$ cat src/rtl/fifo_pkg.sv
// Shared defaults and helpers for the synchronous FIFO and its RAM.
// Flag encoding is computed from an occupancy value so reset and run-time use the same rules.
package fifo_pkg;

   localparam int FIFO_DATA_WIDTH = 8;
   localparam int FIFO_ADDR_WIDTH = 4;

   typedef struct packed {
      logic full;
      logic empty;
      logic almost_full;
      logic almost_empty;
   } fifo_flags_t;

   function automatic int fifo_depth(input int addr_width);
      return 1 << addr_width;
   endfunction

   function automatic fifo_flags_t fifo_calc_flags(input int cnt, input int depth,
                                                   input int af_level, input int ae_level);
      fifo_flags_t f;
      f.full         = (cnt == depth);
      f.empty        = (cnt == 0);
      f.almost_full  = (cnt >= af_level);
      f.almost_empty = (cnt <= ae_level);
      return f;
   endfunction

endpackage

$ cat src/rtl/sync_fifo_if.sv
// Producer/consumer-facing signal bundle of sync_fifo.
// master = the client driving requests, slave = the FIFO itself.
interface sync_fifo_if
   import fifo_pkg::*;
#(
   parameter int DATA_WIDTH = FIFO_DATA_WIDTH,
   parameter int ADDR_WIDTH = FIFO_ADDR_WIDTH
) ();

   logic                  wr_en;
   logic [DATA_WIDTH-1:0] din;
   logic                  rd_en;
   logic [DATA_WIDTH-1:0] dout;
   logic                  dout_valid;
   logic                  full;
   logic                  empty;
   logic                  almost_full;
   logic                  almost_empty;
   logic [ADDR_WIDTH:0]   count;
   logic                  overflow;
   logic                  underflow;

   modport master (
      output wr_en, din, rd_en,
      input  dout, dout_valid, full, empty, almost_full, almost_empty,
             count, overflow, underflow
   );

   modport slave (
      input  wr_en, din, rd_en,
      output dout, dout_valid, full, empty, almost_full, almost_empty,
             count, overflow, underflow
   );

endinterface

$ cat src/rtl/fifo_ram.sv
// Single-clock simple dual-port RAM: one write port, one registered read port.
// rdata clears on rst; the array itself keeps its contents.
module fifo_ram
   import fifo_pkg::*;
#(
   parameter int DATA_WIDTH = FIFO_DATA_WIDTH,
   parameter int ADDR_WIDTH = FIFO_ADDR_WIDTH
) (
   input  logic                  clk,
   input  logic                  rst,
   input  logic                  we,
   input  logic [ADDR_WIDTH-1:0] waddr,
   input  logic [DATA_WIDTH-1:0] wdata,
   input  logic                  re,
   input  logic [ADDR_WIDTH-1:0] raddr,
   output logic [DATA_WIDTH-1:0] rdata
);

   localparam int DEPTH = fifo_depth(ADDR_WIDTH);

   logic [DATA_WIDTH-1:0] mem [DEPTH];
   logic [DATA_WIDTH-1:0] rdata_q, rdata_d;

   // NOTE: the array has no reset so it maps onto RAM macros; a reset loop would force it into flops.
   always_ff @(posedge clk) begin
      if (we) begin
         mem[waddr] <= wdata;
      end
   end

   always_comb begin
      rdata_d = rdata_q;
      if (re) begin
         rdata_d = mem[raddr];
      end
   end

   // NOTE: sequential state uses <= so every flop samples pre-edge values regardless of block order.
   always_ff @(posedge clk) begin
      if (rst) begin
         rdata_q <= '0;
      end else begin
         rdata_q <= rdata_d;
      end
   end

   assign rdata = rdata_q;

endmodule

$ cat src/rtl/sync_fifo.sv
// Single-clock FIFO: pointers, occupancy, registered flags and dout_valid around fifo_ram.
// Define FIFO_ERR_FLAGS_EN to build the sticky overflow/underflow logic; otherwise both read 0.
module sync_fifo
   import fifo_pkg::*;
#(
   parameter int DATA_WIDTH = FIFO_DATA_WIDTH,
   parameter int ADDR_WIDTH = FIFO_ADDR_WIDTH,
   parameter int AF_LEVEL   = fifo_depth(ADDR_WIDTH) - 2,
   parameter int AE_LEVEL   = 2
) (
   input  logic       clk,
   input  logic       rst,
   sync_fifo_if.slave bus
);

   localparam int DEPTH = fifo_depth(ADDR_WIDTH);

   typedef logic [ADDR_WIDTH:0] ptr_t;
   localparam ptr_t PTR_ONE = ptr_t'(1);

   ptr_t        wr_ptr_q, wr_ptr_d;
   ptr_t        rd_ptr_q, rd_ptr_d;
   ptr_t        count_q,  count_d;
   fifo_flags_t flags_q,  flags_d;
   logic        dout_valid_q, dout_valid_d;
   logic        wr_acc, rd_acc;

   // NOTE: every always_comb output gets a default first, otherwise an uncovered path infers a latch.
   always_comb begin
      wr_acc       = bus.wr_en && !flags_q.full;
      rd_acc       = bus.rd_en && !flags_q.empty;
      wr_ptr_d     = wr_ptr_q;
      rd_ptr_d     = rd_ptr_q;
      count_d      = count_q;
      dout_valid_d = rd_acc;

      if (wr_acc) wr_ptr_d = wr_ptr_q + PTR_ONE;
      if (rd_acc) rd_ptr_d = rd_ptr_q + PTR_ONE;

      unique case ({wr_acc, rd_acc})
         2'b10:   count_d = count_q + PTR_ONE;
         2'b01:   count_d = count_q - PTR_ONE;
         default: count_d = count_q;
      endcase

      // Flags come from the next count so they line up with the registered count.
      flags_d = fifo_calc_flags(int'(count_d), DEPTH, AF_LEVEL, AE_LEVEL);
   end

   always_ff @(posedge clk) begin
      if (rst) begin
         wr_ptr_q     <= '0;
         rd_ptr_q     <= '0;
         count_q      <= '0;
         flags_q      <= fifo_calc_flags(0, DEPTH, AF_LEVEL, AE_LEVEL);
         dout_valid_q <= 1'b0;
      end else begin
         wr_ptr_q     <= wr_ptr_d;
         rd_ptr_q     <= rd_ptr_d;
         count_q      <= count_d;
         flags_q      <= flags_d;
         dout_valid_q <= dout_valid_d;
      end
   end

   fifo_ram #(
      .DATA_WIDTH (DATA_WIDTH),
      .ADDR_WIDTH (ADDR_WIDTH)
   ) u_ram (
      .clk   (clk),
      .rst   (rst),
      .we    (wr_acc && !rst),
      .waddr (wr_ptr_q[ADDR_WIDTH-1:0]),
      .wdata (bus.din),
      .re    (rd_acc),
      .raddr (rd_ptr_q[ADDR_WIDTH-1:0]),
      .rdata (bus.dout)
   );

`ifdef FIFO_ERR_FLAGS_EN
   logic overflow_q,  overflow_d;
   logic underflow_q, underflow_d;

   always_comb begin
      overflow_d  = overflow_q  || (bus.wr_en && flags_q.full);
      underflow_d = underflow_q || (bus.rd_en && flags_q.empty);
   end

   always_ff @(posedge clk) begin
      if (rst) begin
         overflow_q  <= 1'b0;
         underflow_q <= 1'b0;
      end else begin
         overflow_q  <= overflow_d;
         underflow_q <= underflow_d;
      end
   end

   assign bus.overflow  = overflow_q;
   assign bus.underflow = underflow_q;
`else
   assign bus.overflow  = 1'b0;
   assign bus.underflow = 1'b0;
`endif

   assign bus.count        = count_q;
   assign bus.full         = flags_q.full;
   assign bus.empty        = flags_q.empty;
   assign bus.almost_full  = flags_q.almost_full;
   assign bus.almost_empty = flags_q.almost_empty;
   assign bus.dout_valid   = dout_valid_q;

endmodule
$ cat src/flat_wrapper.sv
// flat-port wrapper written by rule: the top's interface ports become plain ports
module sync_fifo_flat import fifo_pkg::*;
#(
   parameter int DATA_WIDTH = FIFO_DATA_WIDTH,
   parameter int ADDR_WIDTH = FIFO_ADDR_WIDTH,
   parameter int AF_LEVEL   = fifo_depth(ADDR_WIDTH) - 2,
   parameter int AE_LEVEL   = 2
)
  (clk, rst, bus_wr_en, bus_din, bus_rd_en, bus_dout, bus_dout_valid, bus_full, bus_empty, bus_almost_full, bus_almost_empty, bus_count, bus_overflow, bus_underflow);
  sync_fifo_if #(.DATA_WIDTH(DATA_WIDTH), .ADDR_WIDTH(ADDR_WIDTH)) bus_i ();
  input  logic clk;
  input  logic rst;
  input wire logic [$bits(bus_i.wr_en)-1:0] bus_wr_en;
  input wire logic [$bits(bus_i.din)-1:0] bus_din;
  input wire logic [$bits(bus_i.rd_en)-1:0] bus_rd_en;
  output wire logic [$bits(bus_i.dout)-1:0] bus_dout;
  output wire logic [$bits(bus_i.dout_valid)-1:0] bus_dout_valid;
  output wire logic [$bits(bus_i.full)-1:0] bus_full;
  output wire logic [$bits(bus_i.empty)-1:0] bus_empty;
  output wire logic [$bits(bus_i.almost_full)-1:0] bus_almost_full;
  output wire logic [$bits(bus_i.almost_empty)-1:0] bus_almost_empty;
  output wire logic [$bits(bus_i.count)-1:0] bus_count;
  output wire logic [$bits(bus_i.overflow)-1:0] bus_overflow;
  output wire logic [$bits(bus_i.underflow)-1:0] bus_underflow;
  assign bus_i.wr_en = bus_wr_en;
  assign bus_i.din = bus_din;
  assign bus_i.rd_en = bus_rd_en;
  assign bus_dout = bus_i.dout;
  assign bus_dout_valid = bus_i.dout_valid;
  assign bus_full = bus_i.full;
  assign bus_empty = bus_i.empty;
  assign bus_almost_full = bus_i.almost_full;
  assign bus_almost_empty = bus_i.almost_empty;
  assign bus_count = bus_i.count;
  assign bus_overflow = bus_i.overflow;
  assign bus_underflow = bus_i.underflow;
  sync_fifo #(.DATA_WIDTH(DATA_WIDTH), .ADDR_WIDTH(ADDR_WIDTH), .AF_LEVEL(AF_LEVEL), .AE_LEVEL(AE_LEVEL)) u_core (.clk(clk), .rst(rst), .bus(bus_i));
endmodule
$ cat config.mk
export PLATFORM = sky130hd
export DESIGN_NAME = sync_fifo_flat
export DESIGN_NICKNAME = d
export VERILOG_FILES = /design/src/rtl/fifo_pkg.sv /design/src/rtl/sync_fifo_if.sv /design/src/rtl/fifo_ram.sv /design/src/rtl/sync_fifo.sv /design/src/flat_wrapper.sv
export SDC_FILE = /design/constraint.sdc
export NUM_CORES = 1
export LEC_CHECK = 0
export CORE_ASPECT_RATIO = 1.25
export CORE_MARGIN = 2
export CORE_UTILIZATION = 46
export DETAILED_ROUTE_END_ITERATION = 8
export GPL_ROUTABILITY_DRIVEN = 0
export MAX_ROUTING_LAYER = met4
export SLEW_MARGIN = 20
export SYNTH_ARGS = -nofsm -noshare
export SYNTH_HDL_FRONTEND = slang
export SYNTH_SLANG_ARGS = --single-unit
$ cat constraint.sdc
create_clock -name clk -period 5.9 [get_ports clk]
set_input_delay 1.18 -clock clk [delete_from_list [all_inputs] [get_ports clk]]
set_output_delay 1.18 -clock clk [all_outputs]
set_load 0.01 [all_outputs]
==> results of run 1 <==
[cell usage after synthesis, drive strengths merged (2+ instances only)]
cell,number,area [sq um]
mux4,32,785
nor3,6,30.0
a21oi,22,110
xor2,6,52.6
nor2b,3,18.8
clkbuf,8,31.3
nand4,4,25.0
a21o,4,30.0
or3b,2,17.5
a22oi,16,120
nand2b,4,32.5
and2,3,18.8
inv,4,17.5
a41o,2,20.0
edfxtp,128,3840
dfxtp,26,521
ha,7,87.6
buf,15,125
nor2,35,131
xnor2,4,35.0
nand2,14,52.6
[through the flow]
step	hold WS (ns)	setup slack [ns]	cell area [sq um]	std cells	power, mW
5_1_grt	0.528	2.17	7170	569	2.85
3_5_place_dp	0.480	1.84	6570	537	1.70
4_1_cts	0.494	2.25	7160	569	2.76
3_3_place_gp	0.471	1.73	6560	537	1.70
2_1_floorplan	0.481	2.85	6190	358	1.58
6_report	0.491	2.31	7170	569	2.74
[metal layers]
layer | global-route usage | vias to the layer above | wire (um)
li1 | - | 1461 | -
met1 | 0.242 | 1637 | 5180
met2 | 0.292 | 92 | 6020
met3 | 0.0352 | 19 | 544
met4 | 0.0755 | 0 | 360
met5 | - | - | 0
[layout make-up]
class                      instances  area [sq um]
clock inverter                    12           150
fill                            1090          6010
sequential                       154          4370
multi-input combinational        176          1670
tap                              171           214
clock buffer                      20           437
inverter                           5          21.3
timing repair buffer              31           305
[tightest hold or removal path: stages (launching register included)]
cell and delay [ns]:
dfxtp_1 0.33, a21oi_1 0.06, nor2_1 0.07
[state kept, by name, summed over array words and instances, names as in the netlist, 4 cells and up]
register and cells:
u_core.rd_ptr_q 4, u_core.u_ram.rdata 8, u_core.bus.count 5, u_core.u_ram.mem 128
u_core.wr_ptr_q 4
[logic make-up after synthesis]
kind of cell,Yosys count
xor+xnor,10
compound gates,51
fa+ha+maj,7
mux,32
other cells,1
buf+inv,28
simple gates,74
flops,154
[power breakdown]
part           internal [mW]  switching [mW]
clock                  0.662           0.406
combinational          0.208           0.212
sequential              1.22          0.0352
[worst max-delay path by stage]
stage	start	end	slack [ns]
6_report	bus_wr_en	u_core.bus.empty	2.31
5_1_grt	bus_wr_en	u_core.bus.empty	2.17
4_1_cts	bus_wr_en	u_core.u_ram.mem[0][0]	2.25
3_5_place_dp	bus_wr_en	u_core.u_ram.mem[0][0]	1.84
3_3_place_gp	bus_wr_en	u_core.u_ram.mem[3][5]	1.73
2_1_floorplan	bus_wr_en	u_core.bus.almost_empty	2.85
==> run_results.csv, run 1 <==
group,metric,value,unit
critical_path,cp-start-kind,"input pin",
layout,drive_gt1_frac,0.133,
critical_path,path_depth,9,
sta,grt_setup_unrepaired,"false",
yosys,yosys.area_share.adder,0.0141,
critical_path,critical_setup_path_kind,"in2reg",
critical_path,endpoint_kind,"flip-flop",
route,vias_per_cell,5.64,
clock_tree,cts_htree_levels,4,
critical_path,critPathArrivalTime,3.88,ns
critical_path,critical_path_cell_list,"clkdlybuf4s50_1 > nor2b_1 > inv_4 > ha_1 > or2_0 > a21o_1 > o221a_2 > and2_1 > a41o_1",
placement,detailed_place_hpwl,7700,um
power,powerDensity,383,nW/um^2
sta,timing.setup.tns,0,ns
layout,layout.cells.most_common_list,"edfxtp_1 (128), nor2_1 (35), clkdlybuf4s50_1 (29)",
route,drc,0,
sta,timing.slew.headroom,0.326,
critical_path,crit_slowest_cell,"nor2b_1",
power,leakage,2.34,nW
sta,report.final.hold_viol_count,0,
grt,overflow,0,
layout,antennaDiodeCount,0,
sta,finalClockSkew,0.00515,ns
yosys,synth_edf_count,128,
yosys,synth_mux_area_frac,0.127,
die,initial_core_utilization,0.470,
yosys,postSynthAreaPerCell,17.3,sq um
min_path,holdPathStages,2,
critical_path,crit_required,6.20,ns
critical_path,worst-r2r-cell-count,8,
placement,portBuffers,29,
grt,grt_pass1_wl,18800,um
layout,syn2layout_area_growth,15.7,%
critical_path,regToRegEndpoint,"u_core.bus.empty",
sta,max_slew.worst_pin.slew,1.01,ns
yosys,synth_simple_gate_area_share,0.0564,
sta,finalWorstPathRequiredPeriod,3.59,ns
yosys,synth_seq_cells,154,
min_path,worst_hold_path.endpoint,"u_core.u_ram.rdata[5]",
yosys,async_reset_ff_frac,0,
yosys,synth_flop_cell,"edfxtp_1",
critical_path,crit_family,"simple AND/OR/NAND/NOR gates",
critical_path,delay_contributed_by_the_slowest_stage_of_the_critical_path,0.57,ns
critical_path,regToRegSetupSlack,3.25,ns
yosys,synth_xor_xnor_area_share,0.0141,
min_path,min-delay-path-class,"reg2reg",
die,num_rows,47,
grt,maximum_number_of_pins_on_one_net_before_global_route_repair,36,
route,route.detailed.wl_per_inst,21.3,um
clock_tree,postCtsSetupBuffers,0,
yosys,synth_warnings,0,
sta,slew_violations,0,
power,maximum_vdd_ir_drop,0.154,mV
yosys,synth_top_family_by_area,"multiplexers",
die,design.portCount,32,
grt,groute.usage.overall,0.187,
critical_path,regToRegStartpoint,"u_core.bus.full",
grt,vias_in_the_first_global_route,3262,
yosys,synth_cell_types,43,
layout,final_net_count,404,
critical_path,worstPathMaxFanout,10,
outcome,outcome,"complete, no violations",
clock_tree,cts_num_sinks,154,
die,die-height,134,um
clock_tree,clk_latency,0.41,ns
clock_tree,cts_tree,"built",
layout,final_core_utilization,0.544,
clock_tree,cts-buffers-inserted,17,
route,wl,12100,um
min_path,hp-start,"u_core.u_ram.rdata[5]",
yosys,share_of_synthesized_area_occupied_by_flip_flops_and_latches,0.705,
die,chipWidth,108,um
critical_path,crit_buf_inv,2,
route,vias,3209,
sta,setup-violations-final,0,
yosys,syn-instance-count,357,
route,antenna_left,0,
route,drt_pre_antenna_iters,4,
clock_tree,cts.hold.buffers_added,0,
clock_tree,worst_setup_hold_path_clk_slew,0.06,ns
route,initialDrtViolationCount,211,
sta,maxClockFrequency,0.279,GHz
die,design.die.area,14400,sq um
grt,grt_antenna_before_repair,0,
sta,min_period_over_period,0.608,
yosys,synth_area,6190,sq um
layout,leading_cell_type_in_the_layout_fill_and_taps_excluded,"edfxtp_1",
clock_tree,ctsResizeCount,0,
clock_tree,cts.path.max_buffers,2,
clock_tree,root_buffer,"clkbuf_16",
yosys,synth-compound-area-share,0.0544,
flow_run,max_cap_violations,0,
die,core_region_area,13200,sq um
(Power assumes the default switching activity.)
==> inputs of run 2 (changes only) <==
- clock period: 5.9 -> 3.7 ns (I/O delays scaled with it)
==> run_results.csv, run 2 (synthesis results as in run 1) <==
group,metric,value,unit
clock_tree,root_buffer,"clkbuf_16",
die,design.portCount,32,
grt,overflow,0,
critical_path,worstPathMaxFanout,22,
die,die-height,134,um
clock_tree,worst_setup_hold_path_clk_slew,0.06,ns
critical_path,crit_required,4.01,ns
placement,post-place-cells,557,
power,powerDensity,596,nW/um^2
power,finalPower,4.34,mW
route,drc,0,
grt,grt_pass1_wl,19600,um
die,initial_core_utilization,0.470,
route,vias,3299,
route,vias_per_cell,5.60,
sta,timing.setup.tns,0,ns
placement,post-place-ws,0.411,ns
sta,finalClockSkew,0.0103,ns
sta,report.final.hold_viol_count,0,
grt,vias_in_the_first_global_route,3363,
critical_path,worst-r2r-cell-count,8,
route,wl,12600,um
grt,groute.usage.overall,0.195,
clock_tree,ctsResizeCount,0,
route,drt_pre_antenna_iters,5,
layout,largest_register,"u_core.u_ram.mem",
clock_tree,cts.hold.buffers_added,0,
critical_path,critPathArrivalTime,3.17,ns
sta,slew_violations,0,
min_path,hp-start,"u_core.u_ram.rdata[7]",
sta,maxClockFrequency,0.349,GHz
clock_tree,clk_latency,0.41,ns
flow_run,max_cap_violations,0,
min_path,holdPathStages,2,
sta,min_period_over_period,0.775,
route,initialDrtViolationCount,235,
critical_path,cp-start-kind,"input pin",
critical_path,regToRegSetupSlack,1.22,ns
critical_path,critical_setup_path_kind,"in2reg",
clock_tree,postCtsSetupBuffers,0,
placement,portBuffers,29,
layout,syn2layout_area_growth,17.5,%
critical_path,endpoint_kind,"flip-flop",
clock_tree,cts_tree,"built",
placement,detailed_place_hpwl,8120,um
route,route.detailed.wl_per_inst,21.5,um
min_path,worst_hold_path.endpoint,"u_core.u_ram.rdata[7]",
grt,grt_antenna_before_repair,0,
layout,antennaDiodeCount,0,
min_path,min-delay-path-class,"reg2reg",
critical_path,regToRegEndpoint,"u_core.bus.almost_empty",
outcome,outcome,"complete, no violations",
die,design.die.area,14400,sq um
power,leakage,2.44,nW
layout,n_fill_cell,1060,
layout,leading_cell_type_in_the_layout_fill_and_taps_excluded,"edfxtp_1",
clock_tree,cts-buffers-inserted,17,
route,antenna_left,0,
die,chipWidth,108,um
die,num_rows,47,
layout,final_net_count,424,
critical_path,critPathLaunch,"bus_rd_en",
die,core_region_area,13200,sq um
layout,layout.cells.most_common_list,"edfxtp_1 (128), nor2_1 (35), clkdlybuf4s50_1 (29)",
layout,drive_gt1_frac,0.175,
sta,grt_setup_unrepaired,"false",
sta,setup_ws,0.832,ns
sta,max_slew.worst_pin.slew,0.733,ns
layout,stdcell_count,589,
clock_tree,cts_htree_levels,4,
sta,finalWorstPathRequiredPeriod,2.87,ns
grt,maximum_number_of_pins_on_one_net_before_global_route_repair,36,
power,maximum_vdd_ir_drop,0.317,mV
critical_path,regToRegStartpoint,"u_core.bus.empty",
clock_tree,cts_num_sinks,154,
sta,setup-violations-final,0,
sta,timing.slew.headroom,0.511,
layout,largest_reg_flops,128,
clock_tree,cts.path.max_buffers,2,
[run 2: layer usage]
metal  vias up  global-route usage  part of all wire
li1       1504                   -                 -
met1      1688               0.244              0.42
met3        21              0.0475             0.041
met4         0              0.0840             0.035
met2        86               0.303              0.50
met5         -                   -                 0
[run 2: worst max-delay path by stage]
stage | to | cells past startpoint
after floorplan | u_core.bus.almost_empty | 10
after global placement | u_core.bus.empty | 9
after detailed placement | u_core.bus.almost_empty | 9
after CTS | u_core.bus.almost_empty | 9
after global routing | u_core.bus.almost_empty | 9
final | u_core.bus.almost_empty | 9
[run 2: cell type report]
cell class | instances | area (sq um) | share of cell area
Sequential cell | 154 | 4370 | 0.600
Clock buffer | 18 | 429 | 0.0590
Tap cell | 171 | 214 | 0.0294
Multi-Input combinational cell | 176 | 1650 | 0.227
Inverter | 5 | 21.3 | 0.00292
Clock inverter | 14 | 135 | 0.0186
Timing Repair Buffer | 51 | 455 | 0.0626
[run 2: through the flow]
step | hold slack (ns) | utilization | cell area, sq um
after floorplan | 0.481 | - | 6190
after global placement | 0.471 | 0.509 | 6710
after detailed placement | 0.488 | 0.509 | 6710
after CTS | 0.504 | 0.552 | 7270
after global routing | 0.523 | 0.552 | 7270
final | 0.493 | 0.552 | 7270
[run 2: power breakdown]
part / internal (mW) / switching (mW) / total, mW
Combinational: 0.343 / 0.317 / 0.660
Sequential: 1.95 / 0.0881 / 2.03
Clock: 0.942 / 0.703 / 1.64
[run 2: critical path, stage by stage]
cell	delay, ns
clkdlybuf4s50_1	0.44
nand2b_4	0.24
clkinv_1	0.30
ha_1	0.37
or2_0	0.25
a21o_1	0.17
o221a_2	0.25
and2_1	0.18
a41o_1	0.23
